**src/rtl/packet_classifier_pkg.sv**
```systemverilog
// pkt_cls_pkg: shared types and constants for packet_classifier.
//   - state_e      : header-tracking FSM states
//   - MAC_*/ETYPE_*: bit positions of the header fields inside a 64-bit beat
//                    (byte 0 is data[63:56])
//   - BCAST_MAC    : broadcast destination address
//   - DEF_MAX_PCKT_WORDS : default longest legal packet, in beats
//   - sat_inc8     : saturating 8-bit increment for the word counter
package pkt_cls_pkg;

  typedef enum logic [1:0] {
    IDLE_S = 2'd0,
    HDR_S  = 2'd1,
    BODY_S = 2'd2
  } state_e;

  // Dst MAC occupies bytes 0..5 of beat 0.
  localparam int MAC_MSB   = 63;
  localparam int MAC_LSB   = 16;
  // EtherType occupies bytes 12..13, i.e. bytes 4..5 of beat 1.
  localparam int ETYPE_MSB = 31;
  localparam int ETYPE_LSB = 16;

  localparam logic [47:0] BCAST_MAC = 48'hFFFF_FFFF_FFFF;

  localparam int DEF_MAX_PCKT_WORDS = 190;

  function automatic logic [7:0] sat_inc8(input logic [7:0] v);
    return (v == 8'hFF) ? v : v + 8'd1;
  endfunction

endpackage

```
**src/rtl/avalon_st_if.sv**
```systemverilog
// avalon_st_if: Avalon-ST bundle.
//   data/empty/sop/eop/valid/channel flow source -> sink, ready flows back.
//   modport sink : seen by a block that consumes the stream
//   modport src  : seen by a block that produces the stream
interface avalon_st_if #(
  parameter int DWIDTH = 64,
  parameter int EWIDTH = 3,
  parameter int CWIDTH = 1
);
  logic [DWIDTH-1:0] data;
  logic [EWIDTH-1:0] empty;
  logic              sop;
  logic              eop;
  logic              valid;
  logic              ready;
  logic [CWIDTH-1:0] channel;

  modport sink (input data, empty, sop, eop, valid, channel, output ready);
  modport src  (output data, empty, sop, eop, valid, channel, input ready);
endinterface

```
**src/rtl/ast_pipe_reg.sv**
```systemverilog
// ast_pipe_reg: one-stage Avalon-ST register slice.
//   i_clk, i_rst_n           : clock, async active-low reset
//   i_valid/o_ready + payload: upstream side (data, empty, sop, eop, channel)
//   o_valid/i_ready + payload: downstream side, all fields registered
// o_ready = ~o_valid | i_ready, so the slice streams at full rate and holds
// every output field stable while downstream stalls.
module ast_pipe_reg #(
  parameter int DWIDTH = 64,
  parameter int EWIDTH = 3,
  parameter int CWIDTH = 1
) (
  input  logic              i_clk,
  input  logic              i_rst_n,
  input  logic              i_valid,
  output logic              o_ready,
  input  logic [DWIDTH-1:0] i_data,
  input  logic [EWIDTH-1:0] i_empty,
  input  logic              i_sop,
  input  logic              i_eop,
  input  logic [CWIDTH-1:0] i_channel,
  output logic              o_valid,
  input  logic              i_ready,
  output logic [DWIDTH-1:0] o_data,
  output logic [EWIDTH-1:0] o_empty,
  output logic              o_sop,
  output logic              o_eop,
  output logic [CWIDTH-1:0] o_channel
);

  logic              r_valid;
  logic [DWIDTH-1:0] r_data;
  logic [EWIDTH-1:0] r_empty;
  logic              r_sop;
  logic              r_eop;
  logic [CWIDTH-1:0] r_channel;

  assign o_ready = ~r_valid | i_ready;

  always_ff @(posedge i_clk or negedge i_rst_n) begin
    if (!i_rst_n) begin
      r_valid   <= 1'b0;
      r_data    <= '0;
      r_empty   <= '0;
      r_sop     <= 1'b0;
      r_eop     <= 1'b0;
      r_channel <= '0;
    end else if (i_valid && o_ready) begin
      r_valid   <= 1'b1;
      r_data    <= i_data;
      r_empty   <= i_empty;
      r_sop     <= i_sop;
      r_eop     <= i_eop;
      r_channel <= i_channel;
    end else if (i_ready) begin
      r_valid   <= 1'b0;
    end
  end

  assign o_valid   = r_valid;
  assign o_data    = r_data;
  assign o_empty   = r_empty;
  assign o_sop     = r_sop;
  assign o_eop     = r_eop;
  assign o_channel = r_channel;

endmodule

```
**src/rtl/packet_classifier.sv**
```systemverilog
// packet_classifier: tags each Ethernet packet on src_if.channel
// (1 = forward, 0 = drop) from its dst MAC and EtherType. One register
// slice of latency; beats pass unchanged apart from channel, which is only
// authoritative on the eop beat.
//   clk_i, rst_n_i : clock, async active-low reset
//   sink_if        : input stream (channel ignored)
//   src_if         : output stream with channel driven
//   mac_addr_i     : station MAC, sampled on the sop handshake
//   ethertype_i    : required EtherType (0 = any), latched on sop handshake
// Optional build macro PKT_CLASSIFIER_STATS_EN adds 32-bit wrapping
// counters pass_cnt_o, drop_cnt_o, err_cnt_o.
module packet_classifier
  import pkt_cls_pkg::*;
#(
  parameter int AST_DWIDTH     = 64,
  parameter int CHANNEL_WIDTH  = 1,
  parameter int MAX_PCKT_WORDS = DEF_MAX_PCKT_WORDS
) (
  input  logic        clk_i,
  input  logic        rst_n_i,
  avalon_st_if.sink   sink_if,
  avalon_st_if.src    src_if,
  input  logic [47:0] mac_addr_i,
  input  logic [15:0] ethertype_i
`ifdef PKT_CLASSIFIER_STATS_EN
  ,
  output logic [31:0] pass_cnt_o,
  output logic [31:0] drop_cnt_o,
  output logic [31:0] err_cnt_o
`endif
);

  state_e      r_state;
  logic [7:0]  r_cnt;
  logic        r_bad;
  logic        r_mac_hit;
  logic        r_type_hit;
  logic [15:0] r_etype;

  logic                     w_ready;
  logic                     w_acc;
  logic                     w_in_idle;
  logic                     w_pipe_vld;
  logic [47:0]              w_dst;
  logic [15:0]              w_etype;
  logic                     w_mac_hit0;
  logic                     w_type_hit1;
  logic [7:0]               w_cnt_inc;
  logic                     w_oversize;
  logic                     w_sop_mid;
  logic                     w_bad_nxt;
  logic                     w_chan_bit;
  logic [CHANNEL_WIDTH-1:0] w_chan;
  logic                     w_unused_chan;

  assign w_unused_chan = ^sink_if.channel;

  assign sink_if.ready = w_ready;
  assign w_acc         = sink_if.valid & w_ready;
  assign w_in_idle     = (r_state == IDLE_S);
  // Non-sop beats arriving between packets are accepted but never forwarded.
  assign w_pipe_vld    = sink_if.valid & ~(w_in_idle & ~sink_if.sop);

  assign w_dst       = sink_if.data[MAC_MSB:MAC_LSB];
  assign w_etype     = sink_if.data[ETYPE_MSB:ETYPE_LSB];
  assign w_mac_hit0  = (w_dst == mac_addr_i) | (w_dst == BCAST_MAC);
  assign w_type_hit1 = (r_etype == 16'h0000) | (r_etype == w_etype);

  // Bad state including the beat being accepted now, so the decision on an
  // eop beat already accounts for that beat's own length / stray sop.
  assign w_cnt_inc  = sat_inc8(r_cnt);
  assign w_oversize = (int'(w_cnt_inc) > MAX_PCKT_WORDS);
  assign w_sop_mid  = sink_if.sop & ~w_in_idle;
  assign w_bad_nxt  = r_bad | w_sop_mid | w_oversize;

  always_comb begin
    w_chan_bit = 1'b0;
    case (r_state)
      HDR_S:   w_chan_bit = r_mac_hit & w_type_hit1 & ~w_bad_nxt;
      BODY_S:  w_chan_bit = r_mac_hit & r_type_hit  & ~w_bad_nxt;
      default: w_chan_bit = 1'b0;
    endcase
    w_chan    = '0;
    w_chan[0] = w_chan_bit;
  end

  always_ff @(posedge clk_i or negedge rst_n_i) begin
    if (!rst_n_i) begin
      r_state    <= IDLE_S;
      r_cnt      <= 8'd0;
      r_bad      <= 1'b0;
      r_mac_hit  <= 1'b0;
      r_type_hit <= 1'b0;
      r_etype    <= 16'h0000;
    end else if (w_acc) begin
      case (r_state)
        IDLE_S: begin
          if (sink_if.sop) begin
            r_cnt      <= 8'd1;
            r_bad      <= sink_if.eop;  // one-beat packet has no EtherType
            r_mac_hit  <= w_mac_hit0;
            r_type_hit <= 1'b0;
            r_etype    <= ethertype_i;
            r_state    <= sink_if.eop ? IDLE_S : HDR_S;
          end
        end
        HDR_S: begin
          r_cnt      <= w_cnt_inc;
          r_bad      <= w_bad_nxt;
          r_type_hit <= w_type_hit1;
          r_state    <= sink_if.eop ? IDLE_S : BODY_S;
        end
        BODY_S: begin
          r_cnt   <= w_cnt_inc;
          r_bad   <= w_bad_nxt;
          r_state <= sink_if.eop ? IDLE_S : BODY_S;
        end
        default: r_state <= IDLE_S;
      endcase
    end
  end

  ast_pipe_reg #(
    .DWIDTH (AST_DWIDTH),
    .EWIDTH (3),
    .CWIDTH (CHANNEL_WIDTH)
  ) u_pipe (
    .i_clk     (clk_i),
    .i_rst_n   (rst_n_i),
    .i_valid   (w_pipe_vld),
    .o_ready   (w_ready),
    .i_data    (sink_if.data),
    .i_empty   (sink_if.empty),
    .i_sop     (sink_if.sop),
    .i_eop     (sink_if.eop),
    .i_channel (w_chan),
    .o_valid   (src_if.valid),
    .i_ready   (src_if.ready),
    .o_data    (src_if.data),
    .o_empty   (src_if.empty),
    .o_sop     (src_if.sop),
    .o_eop     (src_if.eop),
    .o_channel (src_if.channel)
  );

`ifdef PKT_CLASSIFIER_STATS_EN
  // Bad flag travelling alongside the beat held in the output slice.
  logic        r_out_bad;
  logic [31:0] r_pass_cnt;
  logic [31:0] r_drop_cnt;
  logic [31:0] r_err_cnt;
  logic        w_load;
  logic        w_out_eop;
  logic        w_swallow;
  logic [31:0] w_err_add;

  assign w_load    = w_pipe_vld & w_ready;
  assign w_out_eop = src_if.valid & src_if.ready & src_if.eop;
  assign w_swallow = w_acc & w_in_idle & ~sink_if.sop;
  assign w_err_add = {31'd0, w_out_eop & r_out_bad} + {31'd0, w_swallow};

  always_ff @(posedge clk_i or negedge rst_n_i) begin
    if (!rst_n_i) begin
      r_out_bad  <= 1'b0;
      r_pass_cnt <= 32'd0;
      r_drop_cnt <= 32'd0;
      r_err_cnt  <= 32'd0;
    end else begin
      if (w_load)
        r_out_bad <= w_in_idle ? sink_if.eop : w_bad_nxt;
      if (w_out_eop) begin
        if (src_if.channel[0]) r_pass_cnt <= r_pass_cnt + 32'd1;
        else                   r_drop_cnt <= r_drop_cnt + 32'd1;
      end
      r_err_cnt <= r_err_cnt + w_err_add;
    end
  end

  assign pass_cnt_o = r_pass_cnt;
  assign drop_cnt_o = r_drop_cnt;
  assign err_cnt_o  = r_err_cnt;
`else
  // Statistics counters are not built.
`endif

endmodule

```
**src/flat_wrapper.sv**
```systemverilog
// flat-port wrapper written by rule: the top's interface ports become plain ports
module packet_classifier_flat import pkt_cls_pkg::*;
#(
  parameter int AST_DWIDTH     = 64,
  parameter int CHANNEL_WIDTH  = 1,
  parameter int MAX_PCKT_WORDS = DEF_MAX_PCKT_WORDS
)
  (clk_i, rst_n_i, mac_addr_i, ethertype_i, sink_if_data, sink_if_empty, sink_if_sop, sink_if_eop, sink_if_valid, sink_if_channel, sink_if_ready, src_if_data, src_if_empty, src_if_sop, src_if_eop, src_if_valid, src_if_channel, src_if_ready);
  avalon_st_if sink_if_i ();
  avalon_st_if src_if_i ();
  input  logic clk_i;
  input  logic rst_n_i;
  input  logic [47:0] mac_addr_i;
  input  logic [15:0] ethertype_i;
  input wire logic [$bits(sink_if_i.data)-1:0] sink_if_data;
  input wire logic [$bits(sink_if_i.empty)-1:0] sink_if_empty;
  input wire logic [$bits(sink_if_i.sop)-1:0] sink_if_sop;
  input wire logic [$bits(sink_if_i.eop)-1:0] sink_if_eop;
  input wire logic [$bits(sink_if_i.valid)-1:0] sink_if_valid;
  input wire logic [$bits(sink_if_i.channel)-1:0] sink_if_channel;
  output wire logic [$bits(sink_if_i.ready)-1:0] sink_if_ready;
  output wire logic [$bits(src_if_i.data)-1:0] src_if_data;
  output wire logic [$bits(src_if_i.empty)-1:0] src_if_empty;
  output wire logic [$bits(src_if_i.sop)-1:0] src_if_sop;
  output wire logic [$bits(src_if_i.eop)-1:0] src_if_eop;
  output wire logic [$bits(src_if_i.valid)-1:0] src_if_valid;
  output wire logic [$bits(src_if_i.channel)-1:0] src_if_channel;
  input wire logic [$bits(src_if_i.ready)-1:0] src_if_ready;
  assign sink_if_i.data = sink_if_data;
  assign sink_if_i.empty = sink_if_empty;
  assign sink_if_i.sop = sink_if_sop;
  assign sink_if_i.eop = sink_if_eop;
  assign sink_if_i.valid = sink_if_valid;
  assign sink_if_i.channel = sink_if_channel;
  assign sink_if_ready = sink_if_i.ready;
  assign src_if_data = src_if_i.data;
  assign src_if_empty = src_if_i.empty;
  assign src_if_sop = src_if_i.sop;
  assign src_if_eop = src_if_i.eop;
  assign src_if_valid = src_if_i.valid;
  assign src_if_channel = src_if_i.channel;
  assign src_if_i.ready = src_if_ready;
  packet_classifier #(.AST_DWIDTH(AST_DWIDTH), .CHANNEL_WIDTH(CHANNEL_WIDTH), .MAX_PCKT_WORDS(MAX_PCKT_WORDS)) u_core (.clk_i(clk_i), .rst_n_i(rst_n_i), .sink_if(sink_if_i), .src_if(src_if_i), .mac_addr_i(mac_addr_i), .ethertype_i(ethertype_i));
endmodule
```
**config.mk**
```make
export PLATFORM = sky130hd
export DESIGN_NAME = packet_classifier_flat
export DESIGN_NICKNAME = d
export VERILOG_FILES = /design/src/rtl/packet_classifier_pkg.sv /design/src/rtl/avalon_st_if.sv /design/src/rtl/ast_pipe_reg.sv /design/src/rtl/packet_classifier.sv /design/src/flat_wrapper.sv
export SDC_FILE = /design/constraint.sdc
export NUM_CORES = 1
export LEC_CHECK = 0
export CORE_ASPECT_RATIO = 1.75
export CORE_MARGIN = 2
export CORE_UTILIZATION = 40
export DETAILED_ROUTE_END_ITERATION = 8
export GPL_ROUTABILITY_DRIVEN = 0
export PLACE_DENSITY = 0.78
export SLEW_MARGIN = 10
export SYNTH_ARGS = -nofsm -noshare
export SYNTH_HDL_FRONTEND = slang
export SYNTH_SLANG_ARGS = --single-unit
```
**constraint.sdc**
```tcl
create_clock -name clk_i -period 2 [get_ports clk_i]
set_input_delay 0.4 -clock clk_i [delete_from_list [all_inputs] [get_ports clk_i]]
set_output_delay 0.4 -clock clk_i [all_outputs]
set_load 0.02 [all_outputs]
```
==> results.ini <==
[global_routing]
gr-usage-met1_pct = 28.00
grt_pass1_vias = 4590
top_usage_layer = met2
overflow = 0
grt_usage_pct = 24.11
antenna_found_initial = 0
grt_pass1_wl_um = 24120
grt_max_degree = 40
grtUsageMet3_pct = 4.033
met2_usage_pct = 43.08

[logic_synthesis]
ys_seq_elements = 100
synth_top_cells_by_area = dfrtp_1 (50%), xnor2_1 (8.5%), mux2_1 (7.9%)
synthCells = 432
yosysSeqAreaShare_pct = 50.44
syn_area_um2 = 4961
yosys.area.top_type_share_pct = 50.44
synth_largest_area_cell = dfrtp_1
synth-edff-count = 0
ys.flop_type = dfrtp_1
async_flop_share_pct = 100.0
synthesis.nets = 575
yosysWarningCount = 0
synth_area_per_cell_um2 = 11.48
yosysUniqueCellTypes = 43

[cts]
ctsHoldBuffers = 0
root_buffer = clkbuf_16
cts_tree = built
clock_latency_ns = 0.35
cts_inserted_buffers = 9
clk_pin_slew_ns = 0.08
cts_resized = 1
h-tree-depth = 3
cts_sinks = 100
post_cts_buffers = 0
clk_path_buf_depth = 2

[sta]
setup_viol = 0
drv_slew = 0
rsz0062_at_grt = no
finalCritPeriodShare_pct = 93.55
min_period_ns = 1.871
slew_headroom_pct = 63.82
clock-skew-final_ns = 0.008414
final-hold-violation-count = 0
fmax_ghz = 0.5344
tightest_slew_ns = 0.5426

[routing]
vias_per_cell = 5.220
wl_per_cell_um = 18.94
routed_wl_um = 15880
drt_iter0_markers = 282
vias = 4374
drtAntennaViolNets = 0
drtPass1Iterations = 5
drc = 0

[critical_path]
critPathKind = primary input to register
r2r_setup_slack_ns = 0.16
critical_path_required_ns = 2.26
crit_fanout = 3
cp.arrival_ns = 2.13
critPathLaunchType = primary input
worst_setup_path_end_kind = register

[cells_and_area]
mostFrequentLayoutCell = clkdlybuf4s50_1
antenna_cells = 0
mostFrequentLayoutCells = clkdlybuf4s50_1 (206), dfrtp_1 (100), nand2_1 (75)
final_cell_area_um2 = 7746
syn_to_final_growth_pct = 56.14
drive_gt1_share_pct = 13.37
nNetsFinal = 811

[power]
power_density_nw_per_um2 = 1253
leakage_nw = 3.150
peakVddDrop_v = 0.0008820
finalPower_mw = 9.705

[die]
fp.dieH_um = 151.3
io_pins = 210
row_count = 53
start_util_pct = 41.11
dieArea_um2 = 13340
die_w_um = 88.19
coreArea_um2 = 12070

[placed_design]
port-buffer-count = 208
hpwlAfterDp_um = 12900
postPlaceCellArea_um2 = 7441

[status]
status = complete, no violations

[min_path]
min_path_type = primary input to async pin

[flow_run]
maxCapViolCount = 0

==> through the flow <==
stage | TNS (ns) | setup WS [ns] | utilization (%) | std cells | hold WS [ns]
after floorplan | 0 | 0.3727 | - | 432 | 0.1044
after global placement | -0.2731 | -0.2069 | 61.65 | 822 | 0.4005
after detailed placement | -0.3373 | -0.2284 | 61.65 | 822 | 0.4084
after CTS | 0 | 0.1282 | 64.18 | 838 | 0.03538
after global routing | 0 | 0.03525 | 64.18 | 838 | 0.05423
final | 0 | 0.1289 | 64.18 | 838 | 0.007921
==> where the power goes <==
part | switching, mW | internal, mW | total [mW]
combinational | 2.18 | 2.27 | 4.45
sequential | 0.583 | 2.88 | 3.46
clock | 0.806 | 0.988 | 1.79
==> worst max-delay path: stages <==
cell             delay, ns
clkdlybuf4s50_1       0.59
buf_4                 0.18
xnor2_1               0.11
nand4_1               0.12
nor4_1                0.42
a31oi_1               0.15
o21ai_0               0.16
==> final timing paths <==
check | start | end | cells past startpoint
hold / removal | rst_n_i | u_core.u_pipe.o_data[40]$_DFFE_PN0P_ | 1
hold reg to reg | u_core.u_pipe.o_eop$_DFFE_PN0P_ | u_core.u_pipe.o_eop$_DFFE_PN0P_ | 2
min in group clk_i | u_core.u_pipe.o_eop$_DFFE_PN0P_ | u_core.u_pipe.o_eop$_DFFE_PN0P_ | 2
setup / recovery | sink_if_data[20] | u_core.r_mac_hit$_DFFE_PN0P_ | 7
max in group asynchronous | rst_n_i | u_core.r_mac_hit$_DFFE_PN0P_ | 2
setup reg to reg | u_core.r_state[0]$_DFFE_PN0P_ | u_core.r_cnt[3]$_DFFE_PN0P_ | 8
==> cell usage after synthesis (3+ instances only) <==
master and n:
dfrtp_1 100, nand2_1 75, xnor2_1 48, mux2_1 35, mux2_2 29, nand4_1 27
xor2_1 16, a21oi_1 11, o21ai_0 11, nor4_1 10, buf_2 7, buf_6 5
ha_1 5, inv_1 5, nor2_1 5, nor4_2 4, a31oi_1 3, nand2b_1 3
nand3_1 3
==> per-layer routing <==
layer / vias up / part of all wire [%]
li1: 1996 / -
met1: 2166 / 37
met2: 175 / 55
met3: 37 / 5.3
met4: 0 / 3.6
met5: - / 0
==> final cells by class <==
type / instances / area [µm²]
clock buffers: 9 / 225.2
clock inverters: 7 / 81.33
fillers: 1000 / 4323
inverters: 5 / 18.77
multi-input cells: 312 / 2344
flip-flops and latches: 100 / 2502
well taps: 165 / 206.4
repair buffers: 240 / 2369
==> cell families (layout without fill, tap and decap cells) <==
family	count (synthesis)	in the layout	synth area share [%]
mux	64	64	14.53
flops	100	100	50.44
buf+inv	20	261	2.471
fa+ha+maj	5	5	1.261
simple gates	140	140	14.96
compound gates	39	39	5.044
xor+xnor	64	64	11.30
==> registers in the layout, summed over array words and instances, names as in the netlist, 2 cells and up <==
signal and flops:
u_core.u_pipe.o_empty 3, u_core.r_cnt 8, u_core.r_etype 16, u_core.r_state 2
u_core.u_pipe.o_data 64
(Power assumes the default switching activity.)
